--- src/rtl/div_ctrl_if.sv ---
// Configuration handshake bundle for div_ctrl: a new divide ratio and one-shot
// setup offered with valid/ready.
interface div_ctrl_if #(
    parameter int CNT_W = 28
) ();
    logic             cfg_valid;
    logic             cfg_ready;
    logic [CNT_W-1:0] cfg_div;
    logic             cfg_oneshot;
    logic [7:0]       cfg_pulses;

    modport master (
        output cfg_valid, cfg_div, cfg_oneshot, cfg_pulses,
        input  cfg_ready
    );

    modport slave (
        input  cfg_valid, cfg_div, cfg_oneshot, cfg_pulses,
        output cfg_ready
    );
endinterface

--- src/rtl/div_ctrl.sv ---
// Tick/clock-divider controller: holds the divide ratio, runs continuous or
// one-shot, and emits a one-cycle tick enable, a toggling hz and status pulses.
module div_ctrl #(
    parameter int          CNT_W   = 28,
    parameter int unsigned DEF_DIV = 100_000_000
) (
    input  logic      Mhz,
    input  logic      RST,
    div_ctrl_if.slave cfg,
    input  logic      start,
    input  logic      stop,
    output logic      tick,
    output logic      hz,
    output logic      busy,
    output logic      done,
    output logic      err
);
    typedef enum logic [1:0] {IDLE, RUN, DONE} state_t;

    state_t           state, state_n;
    logic [CNT_W-1:0] div_reg, div_n;
    logic [CNT_W-1:0] count, count_n;
    logic             oneshot_reg, oneshot_n;
    logic [7:0]       pulses_reg, pulses_n;
    logic [7:0]       remaining, remaining_n;
    logic             tick_n, hz_n, busy_n, done_n, err_n;
    logic             xfer, cfg_bad, wrap;

    assign cfg.cfg_ready = (state == IDLE);
    assign xfer    = cfg.cfg_valid && (state == IDLE);
    assign cfg_bad = (cfg.cfg_div < CNT_W'(2)) || (cfg.cfg_oneshot && (cfg.cfg_pulses == 8'd0));
    assign wrap    = (count == div_reg - CNT_W'(1));

    always_comb begin
        state_n     = state;
        div_n       = div_reg;
        oneshot_n   = oneshot_reg;
        pulses_n    = pulses_reg;
        count_n     = count;
        remaining_n = remaining;
        tick_n      = 1'b0;
        hz_n        = hz;
        err_n       = 1'b0;

        case (state)
            IDLE: begin
                if (xfer) begin
                    if (cfg_bad) begin
                        err_n = 1'b1;
                    end else begin
                        div_n     = cfg.cfg_div;
                        oneshot_n = cfg.cfg_oneshot;
                        pulses_n  = cfg.cfg_pulses;
                    end
                end
                // A config accepted on the start edge is the one the run uses.
                if (!stop && start) begin
                    state_n     = RUN;
                    count_n     = '0;
                    remaining_n = pulses_n;
                end
            end
            RUN: begin
                // stop wins over a coincident wrap: no tick, no hz toggle, no decrement.
                if (stop) begin
                    state_n = IDLE;
                end else if (wrap) begin
                    count_n = '0;
                    tick_n  = 1'b1;
                    hz_n    = ~hz;
                    if (oneshot_reg) begin
                        remaining_n = remaining - 8'd1;
                        if (remaining == 8'd1) begin
                            state_n = DONE;
                        end
                    end
                end else begin
                    count_n = count + CNT_W'(1);
                end
            end
            DONE: begin
                state_n = IDLE;
            end
            default: begin
                state_n = IDLE;
            end
        endcase

        busy_n = (state_n == RUN);
        done_n = (state_n == DONE);
    end

    always_ff @(posedge Mhz or negedge RST) begin
        if (!RST) begin
            state       <= IDLE;
            div_reg     <= CNT_W'(DEF_DIV);
            oneshot_reg <= 1'b0;
            pulses_reg  <= 8'd1;
            count       <= '0;
            remaining   <= 8'd0;
            tick        <= 1'b0;
            hz          <= 1'b0;
            busy        <= 1'b0;
            done        <= 1'b0;
            err         <= 1'b0;
        end else begin
            state       <= state_n;
            div_reg     <= div_n;
            oneshot_reg <= oneshot_n;
            pulses_reg  <= pulses_n;
            count       <= count_n;
            remaining   <= remaining_n;
            tick        <= tick_n;
            hz          <= hz_n;
            busy        <= busy_n;
            done        <= done_n;
            err         <= err_n;
        end
    end
endmodule

--- src/flat_wrapper.sv ---
// flat-port wrapper written by rule: the top's interface ports become plain ports
module div_ctrl_flat 
#(
    parameter int          CNT_W   = 28,
    parameter int unsigned DEF_DIV = 100_000_000
)
  (Mhz, RST, start, stop, tick, hz, busy, done, err, cfg_cfg_valid, cfg_cfg_div, cfg_cfg_oneshot, cfg_cfg_pulses, cfg_cfg_ready);
  div_ctrl_if #(.CNT_W(CNT_W)) cfg_i ();
  input  logic Mhz;
  input  logic RST;
  input  logic start;
  input  logic stop;
  output logic tick;
  output logic hz;
  output logic busy;
  output logic done;
  output logic err;
  input wire logic [$bits(cfg_i.cfg_valid)-1:0] cfg_cfg_valid;
  input wire logic [$bits(cfg_i.cfg_div)-1:0] cfg_cfg_div;
  input wire logic [$bits(cfg_i.cfg_oneshot)-1:0] cfg_cfg_oneshot;
  input wire logic [$bits(cfg_i.cfg_pulses)-1:0] cfg_cfg_pulses;
  output wire logic [$bits(cfg_i.cfg_ready)-1:0] cfg_cfg_ready;
  assign cfg_i.cfg_valid = cfg_cfg_valid;
  assign cfg_i.cfg_div = cfg_cfg_div;
  assign cfg_i.cfg_oneshot = cfg_cfg_oneshot;
  assign cfg_i.cfg_pulses = cfg_cfg_pulses;
  assign cfg_cfg_ready = cfg_i.cfg_ready;
  div_ctrl #(.CNT_W(CNT_W), .DEF_DIV(DEF_DIV)) u_core (.Mhz(Mhz), .RST(RST), .cfg(cfg_i), .start(start), .stop(stop), .tick(tick), .hz(hz), .busy(busy), .done(done), .err(err));
endmodule
--- config.mk ---
export PLATFORM = sky130hd
export DESIGN_NAME = div_ctrl_flat
export DESIGN_NICKNAME = d
export VERILOG_FILES = /design/src/rtl/div_ctrl_if.sv /design/src/rtl/div_ctrl.sv /design/src/flat_wrapper.sv
export SDC_FILE = /design/constraint.sdc
export NUM_CORES = 1
export LEC_CHECK = 0
export ABC_AREA = 1
export CAP_MARGIN = 30
export CORE_MARGIN = 2
export CORE_UTILIZATION = 45
export CTS_CLUSTER_SIZE = 12
export DETAILED_ROUTE_END_ITERATION = 6
export MAX_ROUTING_LAYER = met4
export SETUP_SLACK_MARGIN = 0.2
export SLEW_MARGIN = 0
export SYNTH_ARGS = -nofsm -noshare
export SYNTH_HDL_FRONTEND = slang
export SYNTH_SLANG_ARGS = --single-unit
--- constraint.sdc ---
create_clock -name Mhz -period 4.3 [get_ports Mhz]
set_input_delay 0.645 -clock Mhz [delete_from_list [all_inputs] [get_ports Mhz]]
set_output_delay 0.645 -clock Mhz [all_outputs]
set_load 0.1 [all_outputs]
==> flow_summary_export.csv, run 1 <==
group,metric,value,unit
run_status,status,"completed",
global_route,grt_max_degree,55,
logic_synthesis,avgSynthCellArea,7.08,um^2
layout,drive_gt1_share,10.6,%
global_route,antenna_found_initial,0,
routing,via_count,5125,
global_route,grt_usage,26.0,%
logic_synthesis,yosysWarnings,0,
sta,finalMaxSlewViolations,0,
clocking,cts_setup_buffers,0,
critical_path,cp-end-kind,"output pin",
sta,fmax,0.371,GHz
logic_synthesis,synth_edf_count,0,
logic_synthesis,yosysMostFrequentCell,"nand2_1",
floorplanning,pin_count,48,
sta,setup_viol,0,
critical_path,worstPathRequired,3.65,ns
logic_synthesis,yosysTopAreaCellShare,30.6,%
place,gp_congestion,0.923,
critical_path,crit_arrival,2.05,ns
global_route,grt_pass1_vias,5061,
clocking,cts.sinks,80,
clocking,clk_latency,0.35,ns
logic_synthesis,synth_fp_nets,820,
floorplanning,die_w,114,um
sta,rsz0062_at_grt,"no",
logic_synthesis,async_flop_share,100,%
clocking,htreeDepth,3,
clocking,ctsRootBufferMaster,"clkbuf_16",
logic_synthesis,syn-cell-area,5480,um^2
power,total_leakage_power,2.94,nW
sta,max_slew_margin,33.9,%
sta,fin_crit_sh,62.7,%
clocking,hold_buffers,0,
routing,antenna_left,0,
clocking,cts_buffer_depth,2,
floorplanning,core-area,12000,um^2
logic_synthesis,synth_cell_type_count,39,
power,powerDensity,345,nW/um^2
sta,tightest_slew,0.988,ns
sta,skew,0.0101,ns
floorplanning,rows,40,
run,drv_cap,0,
routing,first_iter_violations,424,
layout,area_delta_synth_final,16.2,%
global_route,grt-ovfl-total,0,
logic_synthesis,netlist_top_cells_count,"271 x nand2_1, 92 x inv_1, 80 x nor2_1",
clocking,numCtsBuffers,9,
critical_path,timing.rr.end,"u_core.count[26]",
place,dp.cells,958,
routing,wirelength,15200,um
critical_path,reg2reg_slack,1.64,ns
layout,finalNonFillerCells,974,
place,io_buffers,47,
logic_synthesis,post-synth-top-area-cell,"dfrtp_1",
critical_path,rr_startpoint,"u_core.div_reg[5]",
routing,firstDrtPassIters,5,
logic_synthesis,syn_inst,774,
sta,fin_crit,2.70,ns
critical_path,cp-start-kind,"register",
worst_hold_path,hold_class,"input port to async pin",
layout,antenna_cells,0,
layout,num-nets-final,868,
routing,via_per_inst,5.26,
place,dp_hpwl,11800,um
floorplanning,dieArea,13100,um^2
clocking,clk_pin_slew,0.06,ns
logic_synthesis,synth_seq_cells,80,
sta,fin_tns_setup,0,ns
critical_path,path_class,"register to output pin",
clocking,cts_resized,0,
power,irDropWorstVdd,169,uV
critical_path,critPathMaxFanout,3,
logic_synthesis,synth_area_leaders,"dfrtp_1 31%, nand2_1 19%, inv_1 6.3%",
critical_path,rr_worst_depth,14,
clocking,tritoncts,"yes",
floorplanning,die_y,114,um
routing,drc,0,
sta,hold_viol_final,0,
floorplanning,initial_core_util,45.8,%
logic_synthesis,synth-main-ff-cell,"dfrtp_1",
logic_synthesis,synth-seq-area-share,36.8,%
routing,wl_per_cell,15.6,um
global_route,grt_pass1_wl,25600,um
-- report_power, final --
| group | switching (mW) | internal (mW) |
|---|---|---|
| registers | 0.0944 | 0.841 |
| logic | 0.342 | 0.201 |
| clock network | 0.312 | 0.405 |
| total | 0.749 | 1.45 |
-- metrics by stage --
step	hold slack, ns	worst slack [ns]	utilization [%]	power (mW)	cell area [um^2]
final	0.208	1.60	53.2	2.20	6370
after global routing	0.235	1.42	53.2	2.34	6370
after CTS	0.211	1.59	53.2	2.21	6370
after detailed placement	0.480	1.33	50.9	1.49	6090
after global placement	0.462	1.39	50.7	1.47	6070
after floorplan	0.349	1.32	-	1.30	5480
-- critical path, stage by stage, from the launching register on --
cell and delay, ns:
dfrtp_1 0.40, nor2_1 0.15, clkdlybuf4s50_1 1.16
-- per-layer routing --
layer | track usage, % | up-vias | routed length [um]
met2 | 37.5 | 136 | 6440
met1 | 36.9 | 2394 | 7540
met4 | 8.29 | 0 | 327
met5 | - | - | 0
met3 | 4.92 | 28 | 911
li1 | - | 2567 | -
-- cells by family (layout without fill, tap and decap cells) --
kind of cell / after synthesis / count (layout) / share of synthesized area, %
simple gates: 472 / 472 / 38.2
compound gates: 72 / 72 / 9.90
buf+inv: 110 / 163 / 8.37
xor+xnor: 36 / 36 / 5.75
fa+ha+maj: 4 / 4 / 0.913
flops: 80 / 80 / 36.8
-- layout make-up --
type | count | area (um^2)
Clock buffer | 11 | 243
Clock inverter | 5 | 32.5
Fill cell | 1190 | 5590
Inverter | 96 | 360
Multi-Input combinational cell | 584 | 3010
Sequential cell | 80 | 2020
Tap cell | 147 | 184
Timing Repair Buffer | 51 | 518
-- cell usage in the layout (no fill, tap or decap), drive strengths merged, types with 13 or more instances in the layout --
cell           count
nor2              98
inv               95
dfrtp             67
xnor2             13
nand4             20
nand2            278
nand3             46
xor2              23
o22ai             20
o21ai             34
dfstp             13
clkdlybuf4s50     46
-- how the worst max path moves through the flow --
stage / from / end / slack, ns / cells past startpoint
finish: u_core.state[1] / cfg_cfg_ready / 1.60 / 2
global route: u_core.div_reg[5] / u_core.count[26] / 1.42 / 14
CTS: u_core.state[1] / cfg_cfg_ready / 1.59 / 2
detailed placement: cfg_cfg_div[27] / u_core.remaining[2] / 1.33 / 13
global placement: cfg_cfg_div[27] / u_core.remaining[5] / 1.39 / 13
floorplan: u_core.state[1] / u_core.remaining[6] / 1.32 / 9
No activity file was read; power rests on OpenSTA's default activity.
==> inputs of run 2 (changes only) <==
==> constraint.sdc (replaced) <==
create_clock -name Mhz -period 2.5 [get_ports Mhz]
set_input_delay 0.375 -clock Mhz [delete_from_list [all_inputs] [get_ports Mhz]]
set_output_delay 0.375 -clock Mhz [all_outputs]
set_load 0.1 [all_outputs]
==> flow_summary_export.csv, run 2 (synthesized netlist as in run 1, its figures left out) <==
group,metric,value,unit
place,dp.cells,967,
worst_hold_path,hold_class,"input port to async pin",
global_route,grt-ovfl-total,0,
sta,setup_viol,0,
floorplanning,pin_count,48,
layout,antenna_cells,0,
sta,fin_crit_sh,93.0,%
sta,tightest_slew,0.670,ns
sta,rsz0062_at_grt,"yes",
layout,area_delta_synth_final,22.9,%
sta,finalMaxSlewViolations,0,
critical_path,crit_start,"u_core.div_reg[8]",
critical_path,cp-end-kind,"register",
critical_path,rr_startpoint,"u_core.div_reg[8]",
critical_path,cp-start-kind,"register",
critical_path,worstPathRequired,2.74,ns
sta,fin_tns_setup,0,ns
power,finalPower,4.09,mW
clocking,tritoncts,"yes",
run_status,status,"completed",
critical_path,crit_arrival,2.57,ns
power,total_leakage_power,3.13,nW
sta,fmax,0.430,GHz
routing,wirelength,16000,um
floorplanning,die_y,114,um
global_route,grt_max_degree,51,
clocking,clk_latency,0.35,ns
floorplanning,core-area,12000,um^2
clocking,hold_buffers,0,
layout,final_common_cell,"nand2_1",
global_route,grt_pass1_wl,25700,um
routing,wl_per_cell,16.0,um
sta,hold_viol_final,0,
sta,fin_crit,2.33,ns
floorplanning,rows,40,
routing,via_per_inst,5.28,
layout,layout_common_cells,"267 x nand2_1, 90 x inv_1, 72 x nor2_1, 65 x dfrtp_1, 44 x nand3_1",
floorplanning,die_w,114,um
clocking,numCtsBuffers,9,
routing,drc,0,
routing,via_count,5265,
clocking,htreeDepth,3,
place,io_buffers,47,
global_route,grt_pass1_vias,5011,
place,dp_hpwl,12300,um
place,place_area,6170,um^2
layout,drive_gt1_share,16.1,%
clocking,cts.sinks,80,
layout,n_fill_cell,1149,
floorplanning,dieArea,13100,um^2
layout,finalNonFillerCells,998,
layout,final_core_util,56.3,%
clocking,cts_buffer_depth,2,
clocking,clk_pin_slew,0.06,ns
global_route,antenna_found_initial,0,
layout,final_area,6740,um^2
routing,first_iter_violations,447,
global_route,grt_usage,26.1,%
routing,firstDrtPassIters,5,
run,drv_cap,0,
place,gp_congestion,0.988,
routing,antenna_left,0,
sta,skew,0.00721,ns
sta,max_slew_margin,55.3,%
power,powerDensity,608,nW/um^2
power,irDropWorstVdd,358,uV
clocking,ctsRootBufferMaster,"clkbuf_16",
layout,num-nets-final,892,
critical_path,critPathMaxFanout,6,
critical_path,path_class,"register to register",
floorplanning,initial_core_util,45.8,%
run 2: layout make-up:
cell class	instances	area [um^2]	area share, %
clock inverters	6	90.1	1.34
flip-flops and latches	80	2020	30.0
multi-input cells	585	3110	46.1
well taps	147	184	2.73
clock buffers	10	239	3.55
repair buffers	74	736	10.9
inverters	96	360	5.35
run 2: power breakdown:
group          total, mW  switching, mW  internal (mW)
clock               1.46          0.559          0.905
sequential          1.62          0.169           1.45
combinational       1.01          0.616          0.398
total               4.09           1.34           2.75
run 2: per-stage QoR:
stage	setup slack, ns	hold WS [ns]
2_1_floorplan	0.353	0.0794
3_3_place_gp	0.0364	0.449
3_5_place_dp	0.0313	0.454
4_1_cts	0.199	0.0785
5_1_grt	0.0177	0.102
6_report	0.174	0.0538
run 2: final timing paths:
path                       slack, ns  cells past startpoint                   to
max in group asynchronous       1.76                      2   u_core.div_reg[18]
min in group Mhz                0.47                      1            u_core.hz
hold reg to reg                 0.47                      1            u_core.hz
setup / recovery                0.17                     17     u_core.count[26]
setup reg to reg                0.17                     17     u_core.count[26]
hold / removal                  0.05                      1  u_core.remaining[4]
run 2: critical path: stages, from the launching register on:
cell and delay (ns):
dfstp_2 0.62, nor2_4 0.07, nand2_1 0.13, inv_1 0.07, nand2_1 0.11, buf_4 0.12
nand2_1 0.04, nand2_1 0.06, nand2_1 0.05, nor2_1 0.11, nand2_2 0.10, nor2_4 0.17
nand3_2 0.13, nand2_4 0.16, buf_12 0.14, nor2_1 0.04, nand2_1 0.05, nand2_1 0.04
run 2: layer usage:
layer	up-vias	part of all wire (%)	GRT usage [%]	wire, um
li1	2605	-	-	-
met1	2494	48	36.9	7710
met2	138	44	38.2	7080
met3	28	4.8	3.97	771
met4	0	2.7	9.02	427
met5	-	0	-	0
run 2: timing repair:
action,4_1_cts,5_1_grt
gates cloned,1,2
pin swaps,4,17
endpoints found under the hold margin,0,0
gates resized for setup,6,23
endpoints found under the setup margin,33,58
setup buffers,6,6
==> inputs of run 3 (changes only) <==
--- a/config.mk
+++ b/config.mk
@@ -12,7 +12,7 @@
 export CTS_CLUSTER_SIZE = 12
 export DETAILED_ROUTE_END_ITERATION = 6
 export MAX_ROUTING_LAYER = met4
-export SETUP_SLACK_MARGIN = 0.2
+export SETUP_SLACK_MARGIN = 0.3
 export SLEW_MARGIN = 0
 export SYNTH_ARGS = -nofsm -noshare
 export SYNTH_HDL_FRONTEND = slang
==> flow_summary_export.csv, run 3 (synthesized netlist as in run 1, its figures left out) <==
group,metric,value,unit
clocking,htreeDepth,3,
floorplanning,pin_count,48,
floorplanning,die_y,114,um
global_route,grt_usage,26.3,%
clocking,clk_latency,0.35,ns
run_status,status,"completed",
critical_path,cp-end-kind,"register",
worst_hold_path,hold_class,"input port to async pin",
critical_path,critPathMaxStageDelay,0.40,ns
clocking,hold_buffers,0,
floorplanning,initial_core_util,45.8,%
critical_path,path_common_cell,"nand2_2",
sta,tightest_slew,0.674,ns
global_route,grt_pass1_wl,25800,um
power,finalPower,4.17,mW
sta,rsz0062_at_grt,"yes",
sta,fin_crit_sh,91.1,%
place,io_buffers,47,
layout,n_fill_cell,1137,
floorplanning,die_w,114,um
clocking,cts_buffer_depth,2,
sta,fmax,0.439,GHz
place,dp.cells,967,
clocking,tritoncts,"yes",
clocking,cts.sinks,80,
layout,layout_common_cells,"259 x nand2_1, 89 x inv_1, 68 x nor2_1, 65 x dfrtp_1, 42 x nand3_1",
routing,via_count,5309,
floorplanning,rows,40,
floorplanning,dieArea,13100,um^2
routing,wl_per_cell,16.0,um
global_route,grt_max_degree,51,
layout,final_area,6940,um^2
clocking,numCtsBuffers,9,
power,powerDensity,600,nW/um^2
layout,final_common_cell,"nand2_1",
critical_path,rr_worst_depth,16,
critical_path,rr_startpoint,"u_core.div_reg[2]",
critical_path,worstPathRequired,2.74,ns
layout,finalNonFillerCells,1007,
routing,antenna_left,0,
sta,hold_slack,0.0542,ns
routing,wirelength,16100,um
layout,area_delta_synth_final,26.7,%
layout,drive_gt1_share,19.3,%
critical_path,path_cells,"nor2_1 > nand2_2 > nor2_4 > buf_4 > buf_6 > nand3_2 > nand2_1 > nand2_1 > nor2_1 > nand2_2 > nor2_4 > nand4_4 > nand2_4 > nand2_8 > nand2_4 > nand2_2",
global_route,antenna_found_initial,0,
critical_path,reg2reg_slack,0.22,ns
sta,fin_ws,0.223,ns
floorplanning,core-area,12000,um^2
sta,setup_viol,0,
place,gp_congestion,0.988,
sta,fin_tns_setup,0,ns
critical_path,cpMaxStageDelayCell,"dfrtp_1",
routing,drc,0,
critical_path,path_class,"register to register",
run,drv_cap,0,
clocking,clk_pin_slew,0.06,ns
global_route,grt-ovfl-total,0,
sta,skew,0.00688,ns
sta,max_slew_margin,55.1,%
power,total_leakage_power,3.19,nW
place,place_area,6170,um^2
sta,finalMaxSlewViolations,0,
critical_path,timing.rr.end,"u_core.remaining[5]",
critical_path,critPathMaxFanout,8,
layout,final_core_util,58.1,%
layout,antenna_cells,0,
sta,fin_crit,2.28,ns
power,irDropWorstVdd,359,uV
global_route,grt_pass1_vias,5047,
place,dp_hpwl,12300,um
sta,hold_viol_final,0,
layout,num-nets-final,901,
critical_path,crit_arrival,2.52,ns
critical_path,cp-start-kind,"register",
routing,via_per_inst,5.27,
routing,firstDrtPassIters,5,
routing,first_iter_violations,440,
clocking,ctsRootBufferMaster,"clkbuf_16",
place,dp_slack,0.0313,ns
[run 3: cell count changes in the layout (fill, tap and decap cells not counted), moves of 5 or more]
cell,before,now
nand2_1,267,259
buf_4,27,33
nand2_2,8,15
nor2_2,13,18
[run 3: worst max-delay path: cells and delay by family, from the launching register on]
| kind | cells | cell delay, ns |
|---|---|---|
| simple gates | 14 | 1.50 |
| flops | 1 | 0.40 |
| buf+inv | 2 | 0.25 |
[run 3: worst max path at each step]
| stage | from | to | depth (start not counted) |
|---|---|---|---|
| 2_1_floorplan | u_core.state[1] | u_core.remaining[6] | 9 |
| 3_3_place_gp | cfg_cfg_div[27] | u_core.remaining[0] | 13 |
| 3_5_place_dp | cfg_cfg_div[27] | u_core.remaining[1] | 13 |
| 4_1_cts | u_core.div_reg[7] | u_core.hz | 13 |
| 5_1_grt | u_core.div_reg[2] | u_core.remaining[5] | 15 |
| 6_report | u_core.div_reg[2] | u_core.remaining[5] | 16 |
[run 3: layout make-up]
type                       instances  area (um^2)  area share [%]
sequential                        80         2020            29.1
tap                              147          184            2.65
multi-input combinational        585         3230            46.5
clock buffer                      10          239            3.44
clock inverter                     6         90.1            1.30
timing repair buffer              83          823            11.9
inverter                          96          360            5.19
[run 3: metal layers]
metal / vias up / wire, um / part of all wire [%] / track usage (%)
met5: - / 0 / 0 / -
met4: 0 / 405 / 2.5 / 8.94
met3: 27 / 835 / 5.2 / 3.76
met2: 153 / 7200 / 45 / 38.6
met1: 2497 / 7700 / 48 / 37.3
li1: 2632 / - / - / -
[run 3: repair_timing]
item	4_1_cts	5_1_grt
cloned	1	2
endpoints found under the setup margin	40	62
buffers inserted	12	9
pin swaps	6	23
resized for setup	12	49
[run 3: power by group]
part	switching (mW)	internal, mW	total [mW]
Combinational	0.647	0.439	1.09
Sequential	0.172	1.45	1.62
Clock	0.557	0.905	1.46
